File: src/rtl/ga_pkg.sv
// Shared types and defaults for the GA pipeline: controller state encoding,
// default widths, and the child-address stepping rule that skips the elite slot.
package ga_pkg;

  localparam int DEF_POPULATION_SIZE = 16;
  localparam int DEF_FITNESS_WIDTH   = 14;
  localparam int DEF_MAX_GENERATIONS = 100;
  localparam int DEF_TIMEOUT_CYCLES  = 255;

  typedef enum logic [3:0] {
    ST_IDLE,
    ST_GEN_START,
    ST_SELECT,
    ST_FETCH,
    ST_CROSS,
    ST_MUTATE,
    ST_EVAL,
    ST_WRITE,
    ST_GEN_END,
    ST_DONE
  } ga_ctrl_state_t;

  // Next child destination; the elite slot is stepped over so it survives the generation.
  function automatic logic [31:0] next_write_addr(input logic [31:0] addr, input logic [31:0] elite);
    logic [31:0] n;
    n = addr + 32'd1;
    if (n == elite) n = n + 32'd1;
    return n;
  endfunction

endpackage

File: src/rtl/ga_generation_controller_if.sv
// Stage handshake bundle between the generation controller (master) and the
// selection / crossover / mutation / fitness units plus population memory (slave).
interface ga_generation_controller_if #(
  parameter int ADDR_WIDTH    = 4,
  parameter int FITNESS_WIDTH = 14
);
  logic                     start_selection;
  logic                     selection_done;
  logic [ADDR_WIDTH-1:0]    selected_index1;
  logic [ADDR_WIDTH-1:0]    selected_index2;
  logic [ADDR_WIDTH-1:0]    read_addr1;
  logic [ADDR_WIDTH-1:0]    read_addr2;
  logic                     start_crossover;
  logic                     crossover_done;
  logic                     start_mutation;
  logic                     mutation_done;
  logic                     start_fitness;
  logic                     fitness_done;
  logic [FITNESS_WIDTH-1:0] child_fitness;
  logic                     write_en;
  logic [ADDR_WIDTH-1:0]    write_addr;

  modport master (
    output start_selection, read_addr1, read_addr2, start_crossover,
           start_mutation, start_fitness, write_en, write_addr,
    input  selection_done, selected_index1, selected_index2, crossover_done,
           mutation_done, fitness_done, child_fitness
  );

  modport slave (
    input  start_selection, read_addr1, read_addr2, start_crossover,
           start_mutation, start_fitness, write_en, write_addr,
    output selection_done, selected_index1, selected_index2, crossover_done,
           mutation_done, fitness_done, child_fitness
  );
endinterface

File: src/rtl/ga_stage_timer.sv
// Watchdog for stage waits: counts enabled cycles since the last clear and
// flags expiry in the cycle that completes TIMEOUT_CYCLES of waiting.
module ga_stage_timer #(
  parameter int TIMEOUT_CYCLES = 255
) (
  input  logic clk,
  input  logic rst,
  input  logic clear,
  input  logic enable,
  output logic expired
);
  localparam int CW = $clog2(TIMEOUT_CYCLES + 1);

  logic [CW-1:0] count_q, count_d;

  assign expired = enable && (count_q >= CW'(TIMEOUT_CYCLES - 1));

  always_comb begin
    count_d = count_q;
    if (clear) count_d = '0;
    else if (enable && !expired) count_d = count_q + CW'(1);
  end

  always_ff @(posedge clk) begin
    if (rst) count_q <= '0;
    else     count_q <= count_d;
  end
endmodule

File: src/rtl/ga_generation_controller.sv
// Sequences GA generations: select -> fetch -> crossover -> mutate -> evaluate ->
// write per child, preserving one elite slot and tracking best fitness.
module ga_generation_controller
  import ga_pkg::*;
#(
  parameter int POPULATION_SIZE = DEF_POPULATION_SIZE,
  parameter int ADDR_WIDTH      = $clog2(POPULATION_SIZE),
  parameter int FITNESS_WIDTH   = DEF_FITNESS_WIDTH,
  parameter int MAX_GENERATIONS = DEF_MAX_GENERATIONS,
  parameter int GEN_WIDTH       = $clog2(MAX_GENERATIONS + 1),
  parameter int TIMEOUT_CYCLES  = DEF_TIMEOUT_CYCLES
) (
  input  logic                     clk,
  input  logic                     rst,
  input  logic                     start_ga,
  input  logic [FITNESS_WIDTH-1:0] target_fitness,
  input  logic [ADDR_WIDTH-1:0]    pop_best_index,
  input  logic [FITNESS_WIDTH-1:0] pop_best_fitness,
  ga_generation_controller_if.master bus,
  output logic [GEN_WIDTH-1:0]     generation_count,
  output logic [FITNESS_WIDTH-1:0] best_fitness,
  output logic [ADDR_WIDTH-1:0]    best_index,
  output logic                     busy,
  output logic                     ga_done,
  output logic                     target_reached,
  output logic                     timeout_error
);
  localparam logic [ADDR_WIDTH-1:0] TOP_ADDR = ADDR_WIDTH'(POPULATION_SIZE - 1);

  ga_ctrl_state_t           state_q, state_d;
  logic [FITNESS_WIDTH-1:0] target_q, target_d;
  logic [FITNESS_WIDTH-1:0] best_fit_q, best_fit_d;
  logic [ADDR_WIDTH-1:0]    best_idx_q, best_idx_d;
  logic [ADDR_WIDTH-1:0]    elite_q, elite_d;
  logic [ADDR_WIDTH-1:0]    write_addr_q, write_addr_d;
  logic [ADDR_WIDTH-1:0]    read_addr1_q, read_addr1_d;
  logic [ADDR_WIDTH-1:0]    read_addr2_q, read_addr2_d;
  logic [FITNESS_WIDTH-1:0] child_fit_q, child_fit_d;
  logic [GEN_WIDTH-1:0]     gen_q, gen_d;
  logic start_sel_q, start_sel_d, start_cross_q, start_cross_d;
  logic start_mut_q, start_mut_d, start_fit_q, start_fit_d;
  logic write_en_q, write_en_d, ga_done_q, ga_done_d;
  logic target_reached_q, target_reached_d, timeout_q, timeout_d;

  logic                  timer_clear, timer_enable, timer_expired;
  logic [ADDR_WIDTH-1:0] last_addr;

  // Watchdog restarts on every state change and only runs while waiting on a unit.
  assign timer_clear  = (state_d != state_q);
  assign timer_enable = (state_q == ST_SELECT) || (state_q == ST_CROSS) ||
                        (state_q == ST_MUTATE) || (state_q == ST_EVAL);

  ga_stage_timer #(.TIMEOUT_CYCLES(TIMEOUT_CYCLES)) u_timer (
    .clk     (clk),
    .rst     (rst),
    .clear   (timer_clear),
    .enable  (timer_enable),
    .expired (timer_expired)
  );

  assign last_addr = (elite_q == TOP_ADDR) ? TOP_ADDR - ADDR_WIDTH'(1) : TOP_ADDR;

  always_comb begin
    state_d          = state_q;
    target_d         = target_q;
    best_fit_d       = best_fit_q;
    best_idx_d       = best_idx_q;
    elite_d          = elite_q;
    write_addr_d     = write_addr_q;
    read_addr1_d     = read_addr1_q;
    read_addr2_d     = read_addr2_q;
    child_fit_d      = child_fit_q;
    gen_d            = gen_q;
    target_reached_d = target_reached_q;
    timeout_d        = timeout_q;
    start_sel_d      = 1'b0;
    start_cross_d    = 1'b0;
    start_mut_d      = 1'b0;
    start_fit_d      = 1'b0;
    write_en_d       = 1'b0;

    case (state_q)
      ST_IDLE: if (start_ga) begin
        state_d          = ST_GEN_START;
        target_d         = target_fitness;
        best_fit_d       = pop_best_fitness;
        best_idx_d       = pop_best_index;
        gen_d            = '0;
        target_reached_d = 1'b0;
        timeout_d        = 1'b0;
      end
      ST_GEN_START: begin
        elite_d      = best_idx_q;
        write_addr_d = (best_idx_q == '0) ? ADDR_WIDTH'(1) : '0;
        state_d      = ST_SELECT;
        start_sel_d  = 1'b1;
      end
      ST_SELECT: if (bus.selection_done) begin
        read_addr1_d  = bus.selected_index1;
        read_addr2_d  = bus.selected_index2;
        state_d       = ST_FETCH;
      end else if (timer_expired) begin
        timeout_d = 1'b1;
        state_d   = ST_DONE;
      end
      ST_FETCH: begin
        state_d       = ST_CROSS;
        start_cross_d = 1'b1;
      end
      ST_CROSS: if (bus.crossover_done) begin
        state_d     = ST_MUTATE;
        start_mut_d = 1'b1;
      end else if (timer_expired) begin
        timeout_d = 1'b1;
        state_d   = ST_DONE;
      end
      ST_MUTATE: if (bus.mutation_done) begin
        state_d     = ST_EVAL;
        start_fit_d = 1'b1;
      end else if (timer_expired) begin
        timeout_d = 1'b1;
        state_d   = ST_DONE;
      end
      ST_EVAL: if (bus.fitness_done) begin
        child_fit_d = bus.child_fitness;
        state_d     = ST_WRITE;
        write_en_d  = 1'b1;
      end else if (timer_expired) begin
        timeout_d = 1'b1;
        state_d   = ST_DONE;
      end
      ST_WRITE: begin
        if (child_fit_q > best_fit_q) begin
          best_fit_d = child_fit_q;
          best_idx_d = write_addr_q;
        end
        if (child_fit_q >= target_q) begin
          target_reached_d = 1'b1;
          state_d          = ST_DONE;
        end else if (write_addr_q == last_addr) begin
          state_d = ST_GEN_END;
        end else begin
          write_addr_d = ADDR_WIDTH'(next_write_addr(32'(write_addr_q), 32'(elite_q)));
          state_d      = ST_SELECT;
          start_sel_d  = 1'b1;
        end
      end
      ST_GEN_END: begin
        if (gen_q != GEN_WIDTH'(MAX_GENERATIONS)) gen_d = gen_q + GEN_WIDTH'(1);
        state_d = (gen_d == GEN_WIDTH'(MAX_GENERATIONS)) ? ST_DONE : ST_GEN_START;
      end
      ST_DONE: state_d = ST_IDLE;
      default: state_d = ST_IDLE;
    endcase

    ga_done_d = (state_d == ST_DONE) && (state_q != ST_DONE);
  end

  always_ff @(posedge clk) begin
    if (rst) begin
      state_q          <= ST_IDLE;
      target_q         <= '0;
      best_fit_q       <= '0;
      best_idx_q       <= '0;
      elite_q          <= '0;
      write_addr_q     <= '0;
      read_addr1_q     <= '0;
      read_addr2_q     <= '0;
      child_fit_q      <= '0;
      gen_q            <= '0;
      start_sel_q      <= 1'b0;
      start_cross_q    <= 1'b0;
      start_mut_q      <= 1'b0;
      start_fit_q      <= 1'b0;
      write_en_q       <= 1'b0;
      ga_done_q        <= 1'b0;
      target_reached_q <= 1'b0;
      timeout_q        <= 1'b0;
    end else begin
      state_q          <= state_d;
      target_q         <= target_d;
      best_fit_q       <= best_fit_d;
      best_idx_q       <= best_idx_d;
      elite_q          <= elite_d;
      write_addr_q     <= write_addr_d;
      read_addr1_q     <= read_addr1_d;
      read_addr2_q     <= read_addr2_d;
      child_fit_q      <= child_fit_d;
      gen_q            <= gen_d;
      start_sel_q      <= start_sel_d;
      start_cross_q    <= start_cross_d;
      start_mut_q      <= start_mut_d;
      start_fit_q      <= start_fit_d;
      write_en_q       <= write_en_d;
      ga_done_q        <= ga_done_d;
      target_reached_q <= target_reached_d;
      timeout_q        <= timeout_d;
    end
  end

  assign bus.start_selection = start_sel_q;
  assign bus.start_crossover = start_cross_q;
  assign bus.start_mutation  = start_mut_q;
  assign bus.start_fitness   = start_fit_q;
  assign bus.read_addr1      = read_addr1_q;
  assign bus.read_addr2      = read_addr2_q;
  assign bus.write_en        = write_en_q;
  assign bus.write_addr      = write_addr_q;
  assign generation_count    = gen_q;
  assign best_fitness        = best_fit_q;
  assign best_index          = best_idx_q;
  assign busy                = (state_q != ST_IDLE);
  assign ga_done             = ga_done_q;
  assign target_reached      = target_reached_q;
  assign timeout_error       = timeout_q;
endmodule
File: src/flat_wrapper.sv
// flat-port wrapper written by rule: the top's interface ports become plain ports
module ga_generation_controller_flat import ga_pkg::*;
#(
  parameter int POPULATION_SIZE = DEF_POPULATION_SIZE,
  parameter int ADDR_WIDTH      = $clog2(POPULATION_SIZE),
  parameter int FITNESS_WIDTH   = DEF_FITNESS_WIDTH,
  parameter int MAX_GENERATIONS = DEF_MAX_GENERATIONS,
  parameter int GEN_WIDTH       = $clog2(MAX_GENERATIONS + 1),
  parameter int TIMEOUT_CYCLES  = DEF_TIMEOUT_CYCLES
)
  (clk, rst, start_ga, target_fitness, pop_best_index, pop_best_fitness, generation_count, best_fitness, best_index, busy, ga_done, target_reached, timeout_error, bus_start_selection, bus_read_addr1, bus_read_addr2, bus_start_crossover, bus_start_mutation, bus_start_fitness, bus_write_en, bus_write_addr, bus_selection_done, bus_selected_index1, bus_selected_index2, bus_crossover_done, bus_mutation_done, bus_fitness_done, bus_child_fitness);
  ga_generation_controller_if #(.ADDR_WIDTH(ADDR_WIDTH), .FITNESS_WIDTH(FITNESS_WIDTH)) bus_i ();
  input  logic clk;
  input  logic rst;
  input  logic start_ga;
  input  logic [FITNESS_WIDTH-1:0] target_fitness;
  input  logic [ADDR_WIDTH-1:0] pop_best_index;
  input  logic [FITNESS_WIDTH-1:0] pop_best_fitness;
  output logic [GEN_WIDTH-1:0] generation_count;
  output logic [FITNESS_WIDTH-1:0] best_fitness;
  output logic [ADDR_WIDTH-1:0] best_index;
  output logic busy;
  output logic ga_done;
  output logic target_reached;
  output logic timeout_error;
  output wire logic [$bits(bus_i.start_selection)-1:0] bus_start_selection;
  output wire logic [$bits(bus_i.read_addr1)-1:0] bus_read_addr1;
  output wire logic [$bits(bus_i.read_addr2)-1:0] bus_read_addr2;
  output wire logic [$bits(bus_i.start_crossover)-1:0] bus_start_crossover;
  output wire logic [$bits(bus_i.start_mutation)-1:0] bus_start_mutation;
  output wire logic [$bits(bus_i.start_fitness)-1:0] bus_start_fitness;
  output wire logic [$bits(bus_i.write_en)-1:0] bus_write_en;
  output wire logic [$bits(bus_i.write_addr)-1:0] bus_write_addr;
  input wire logic [$bits(bus_i.selection_done)-1:0] bus_selection_done;
  input wire logic [$bits(bus_i.selected_index1)-1:0] bus_selected_index1;
  input wire logic [$bits(bus_i.selected_index2)-1:0] bus_selected_index2;
  input wire logic [$bits(bus_i.crossover_done)-1:0] bus_crossover_done;
  input wire logic [$bits(bus_i.mutation_done)-1:0] bus_mutation_done;
  input wire logic [$bits(bus_i.fitness_done)-1:0] bus_fitness_done;
  input wire logic [$bits(bus_i.child_fitness)-1:0] bus_child_fitness;
  assign bus_start_selection = bus_i.start_selection;
  assign bus_read_addr1 = bus_i.read_addr1;
  assign bus_read_addr2 = bus_i.read_addr2;
  assign bus_start_crossover = bus_i.start_crossover;
  assign bus_start_mutation = bus_i.start_mutation;
  assign bus_start_fitness = bus_i.start_fitness;
  assign bus_write_en = bus_i.write_en;
  assign bus_write_addr = bus_i.write_addr;
  assign bus_i.selection_done = bus_selection_done;
  assign bus_i.selected_index1 = bus_selected_index1;
  assign bus_i.selected_index2 = bus_selected_index2;
  assign bus_i.crossover_done = bus_crossover_done;
  assign bus_i.mutation_done = bus_mutation_done;
  assign bus_i.fitness_done = bus_fitness_done;
  assign bus_i.child_fitness = bus_child_fitness;
  ga_generation_controller #(.POPULATION_SIZE(POPULATION_SIZE), .ADDR_WIDTH(ADDR_WIDTH), .FITNESS_WIDTH(FITNESS_WIDTH), .MAX_GENERATIONS(MAX_GENERATIONS), .GEN_WIDTH(GEN_WIDTH), .TIMEOUT_CYCLES(TIMEOUT_CYCLES)) u_core (.clk(clk), .rst(rst), .start_ga(start_ga), .target_fitness(target_fitness), .pop_best_index(pop_best_index), .pop_best_fitness(pop_best_fitness), .bus(bus_i), .generation_count(generation_count), .best_fitness(best_fitness), .best_index(best_index), .busy(busy), .ga_done(ga_done), .target_reached(target_reached), .timeout_error(timeout_error));
endmodule
File: config.mk
export PLATFORM = sky130hd
export DESIGN_NAME = ga_generation_controller_flat
export DESIGN_NICKNAME = d
export VERILOG_FILES = /design/src/rtl/ga_pkg.sv /design/src/rtl/ga_generation_controller_if.sv /design/src/rtl/ga_stage_timer.sv /design/src/rtl/ga_generation_controller.sv /design/src/flat_wrapper.sv
export SDC_FILE = /design/constraint.sdc
export NUM_CORES = 1
export LEC_CHECK = 0
export BUFFER_PORTS_ARGS = -buffer_cell sky130_fd_sc_hd__buf_2
export CORE_UTILIZATION = 55
export CTS_CLUSTER_DIAMETER = 150
export DETAILED_ROUTE_END_ITERATION = 12
export GPL_TIMING_DRIVEN = 0
export PLACE_DENSITY = 0.85
export RECOVER_POWER = 100
export SYNTH_ARGS = -nofsm -noshare
export SYNTH_HDL_FRONTEND = slang
export SYNTH_HIERARCHICAL = 1
export SYNTH_SLANG_ARGS = --single-unit
export TNS_END_PERCENT = 30
File: constraint.sdc
create_clock -name clk -period 4 [get_ports clk]
set_input_delay 0.8 -clock clk [delete_from_list [all_inputs] [get_ports clk]]
set_output_delay 0.8 -clock clk [all_outputs]
set_load 0.01 [all_outputs]
==> reports/results.ini <==
[yosys]
netlist_area_um2=4960
synth_nets=689
yosysUniqueCellTypes=70
synth_ff_type=dfxtp_1
synth_top_area_cell=dfxtp_1
ys_async_sr_fraction_pct=0
ys_warn_count=6
postSynthAreaPerCell_um2=8.35
ys_seq_elements=89
yosys-top-cells-area=dfxtp_1 (36%), ha_1 (8.6%), a21oi_1 (7.8%), mux2i_1 (6.5%), nand2_1 (6.4%)
synth_most_common_cell=dfxtp_1
synthCells=594
seq_area_frac_synth_pct=35.9
yosysTopAreaCellShare_pct=35.9
synth_edf_count=0
synth.top_cells.by_count=dfxtp_1 (89), nand2_1 (85), a21oi_1 (77)

[grt]
grtUsageTotal_pct=28.5
grt_max_degree=17
grt.overflow.total=0
met1_usage_pct=36.9
busiest_layer=met2
grtUsageMet2_pct=47.7
grt_pass1_wl_um=21800
grt_use_met3_pct=4.26
antenna_found_initial=0
grt_pass1_vias=4535

[worst_setup_path]
cp-start-kind=flip-flop
cp-end-kind=flip-flop
r2r_cells=9
worstPathMaxFanout=10
worstPathArrival_ns=3.69
crit_type=flip-flop to flip-flop
cp.required_ns=4.22

[detailed_routing]
drtIter0Drc=357
wl_per_cell_um=16.1
drc=0
dr.pass1.iters=6
vias=4793
wl_um=13300
via_per_inst=5.82
ant_nets=0

[placed_design]
gp_congestion=0.973
pre_cts_ws_ns=0.716
dp_cells=808
hpwl_um=10000
dpl_cell_area_um2=5630
port_buffers=106

[finish]
fin_util_pct=65.1
ff_latch_area_um2=1780
areaGrowthSynthToFinish_pct=14.4
fill_cells=793
insertedDiodeCount=0
finalInstanceArea_um2=5670
layout-drive-gt1-share_pct=14.9
final_cell_count_no_fill=824
multi_input_area_um2=2830
fin_nets=806

[cts]
root_buffer=clkbuf_8
numCtsBuffers=9
clkLatencyLatePin_ns=0.37
cts-resized-gates=0
cts_tree=built
h-tree-depth=3
post-cts-setup-buffers=0
clk_path_buf_depth=2
cts_sinks=89
path_clk_slew_ns=0.09
holdBufCountCts=0

[floorplanning]
initial_utilization_pct=56.9
num_rows=34
die_area_um2=9400
core_area_um2=8720
die_w_um=97.0
die_h_um=97.0
io_pins=107

[power_and_ir_drop]
p_sw_uw=860
irDropWorstVdd_mv=0.194
powerDensity_nw_per_um2=409
sw_frac_of_total_pct=37.1
share_comb_of_total_power_pct=30.7
p_clk_share_pct=24.6
power_leakage_nw=2.40
p_seq_share_pct=44.6
p_int_mw=1.46

[sta]
post-route-period-util_pct=86.8
setup_violations=0
finalWorstSetupSlack_ns=0.530
hold_viol_final=0
clock.fmax_mhz=288
drv_slew=0
layout_min_cycle_time_ns=3.47
rsz0062_at_grt=no
setup_tns_ns=0
worst_pin_slew_ns=1.03
clock_skew_ns=0.00909
maxSlewHeadroom_pct=30.7

[flow_run]
max-cap-violations=0

[min_path]
holdPathStages=2
min_path_type=flip-flop to flip-flop

[status]
status=complete, no violations

-- placed cells by master (no fill, tap or decap), types with 3 or more instances in the layout --
master | netlist | routed
nand3b_1 | 5 | 5
buf_2 | 10 | 68
clkinvlp_4 | 0 | 3
nor3_1 | 6 | 6
nor2b_1 | 3 | 3
a21o_1 | 5 | 5
xnor2_1 | 6 | 6
xor2_1 | 6 | 6
nand3_1 | 13 | 13
clkbuf_1 | 16 | 66
a211oi_1 | 11 | 19
ha_1 | 34 | 34
a21oi_1 | 77 | 77
clkbuf_8 | 0 | 9
mux2i_1 | 32 | 32
nand2_1 | 85 | 85
and2_1 | 3 | 3
and3_1 | 6 | 6
nand3_2 | 3 | 3
o21ai_0 | 13 | 14
inv_1 | 39 | 39
and4_1 | 4 | 4
nand2b_1 | 4 | 4
or3_1 | 3 | 4
dfxtp_1 | 89 | 89
nor2_1 | 41 | 42
a31oi_1 | 8 | 8
nand4_1 | 10 | 10
-- power by group through the flow --
stage / clock network [mW] / registers (mW) / logic [mW]
final: 0.572 / 1.04 / 0.713
after global routing: 0.618 / 1.05 / 0.786
after CTS: 0.582 / 1.03 / 0.768
after detailed placement: 0 / 1.05 / 0.763
after global placement: 0 / 1.05 / 0.731
after floorplan: 0 / 1.06 / 0.515
-- worst max-delay path: stages (launching register included) --
cell	delay (ns)
dfxtp_1	0.39
inv_1	0.06
ha_1	0.33
nand4_1	0.13
or3_1	0.44
o21ai_0	0.84
and2_2	0.28
clkbuf_1	0.36
clkbuf_2	0.35
a211oi_1	0.15
-- per-stage QoR --
step           power, mW  hold slack (ns)
2_1_floorplan       1.58            0.436
3_3_place_gp        1.78            0.445
3_5_place_dp        1.81            0.448
4_1_cts             2.38            0.461
5_1_grt             2.45            0.485
6_report            2.32            0.460
-- per-layer routing --
layer  up-vias  routed length (um)
met4         0                 346
met3        38                 786
li1       2339                   -
met2       193                6290
met5         -                   0
met1      2223                5860
-- final timing paths --
path | startpoint | endpoint | slack, ns
worst max register to register | u_core/best_fitness[13] | u_core/best_fitness[8] | 0.53
worst min-delay path | u_core/target_q[11] | u_core/target_q[11] | 0.46
worst max-delay path | u_core/best_fitness[13] | u_core/best_fitness[8] | 0.53
worst min register to register | u_core/target_q[11] | u_core/target_q[11] | 0.46
-- sequential cells by signal, summed over array words and instances, names as in the netlist, 4 cells and up --
signal / count
u_core/best_fitness: 14
u_core/child_fit_q: 14
u_core/target_q: 14
u_core/u_timer/count_q: 8
u_core/generation_count: 7
u_core/best_index: 4
u_core/bus.read_addr1: 4
u_core/bus.read_addr2: 4
u_core/bus.write_addr: 4
u_core/elite_q: 4
u_core/state_q: 4
-- kinds of logic after synthesis --
kind of cell             Yosys count  synth area share [%]
AO/OA/AOI/OAI                    150                  19.8
multiplexers                      32                  6.46
flip-flops                        89                  35.9
XOR/XNOR                          12                  2.12
adder cells (fa/ha/maj)           34                  8.58
AND/OR/NAND/NOR                  207                  21.1
buffers and inverters             70                  6.08
-- final cells by class --
type,count,area share (%)
Multi-Input combinational cell,435,49.8
Sequential cell,89,31.4
Timing Repair Buffer,106,8.31
Inverter,39,2.58
Buffer,31,2.40
Tap cell,108,2.38
Clock buffer,9,2.18
Clock inverter,7,0.948
Note: power is estimated with default switching activity, not from simulation.
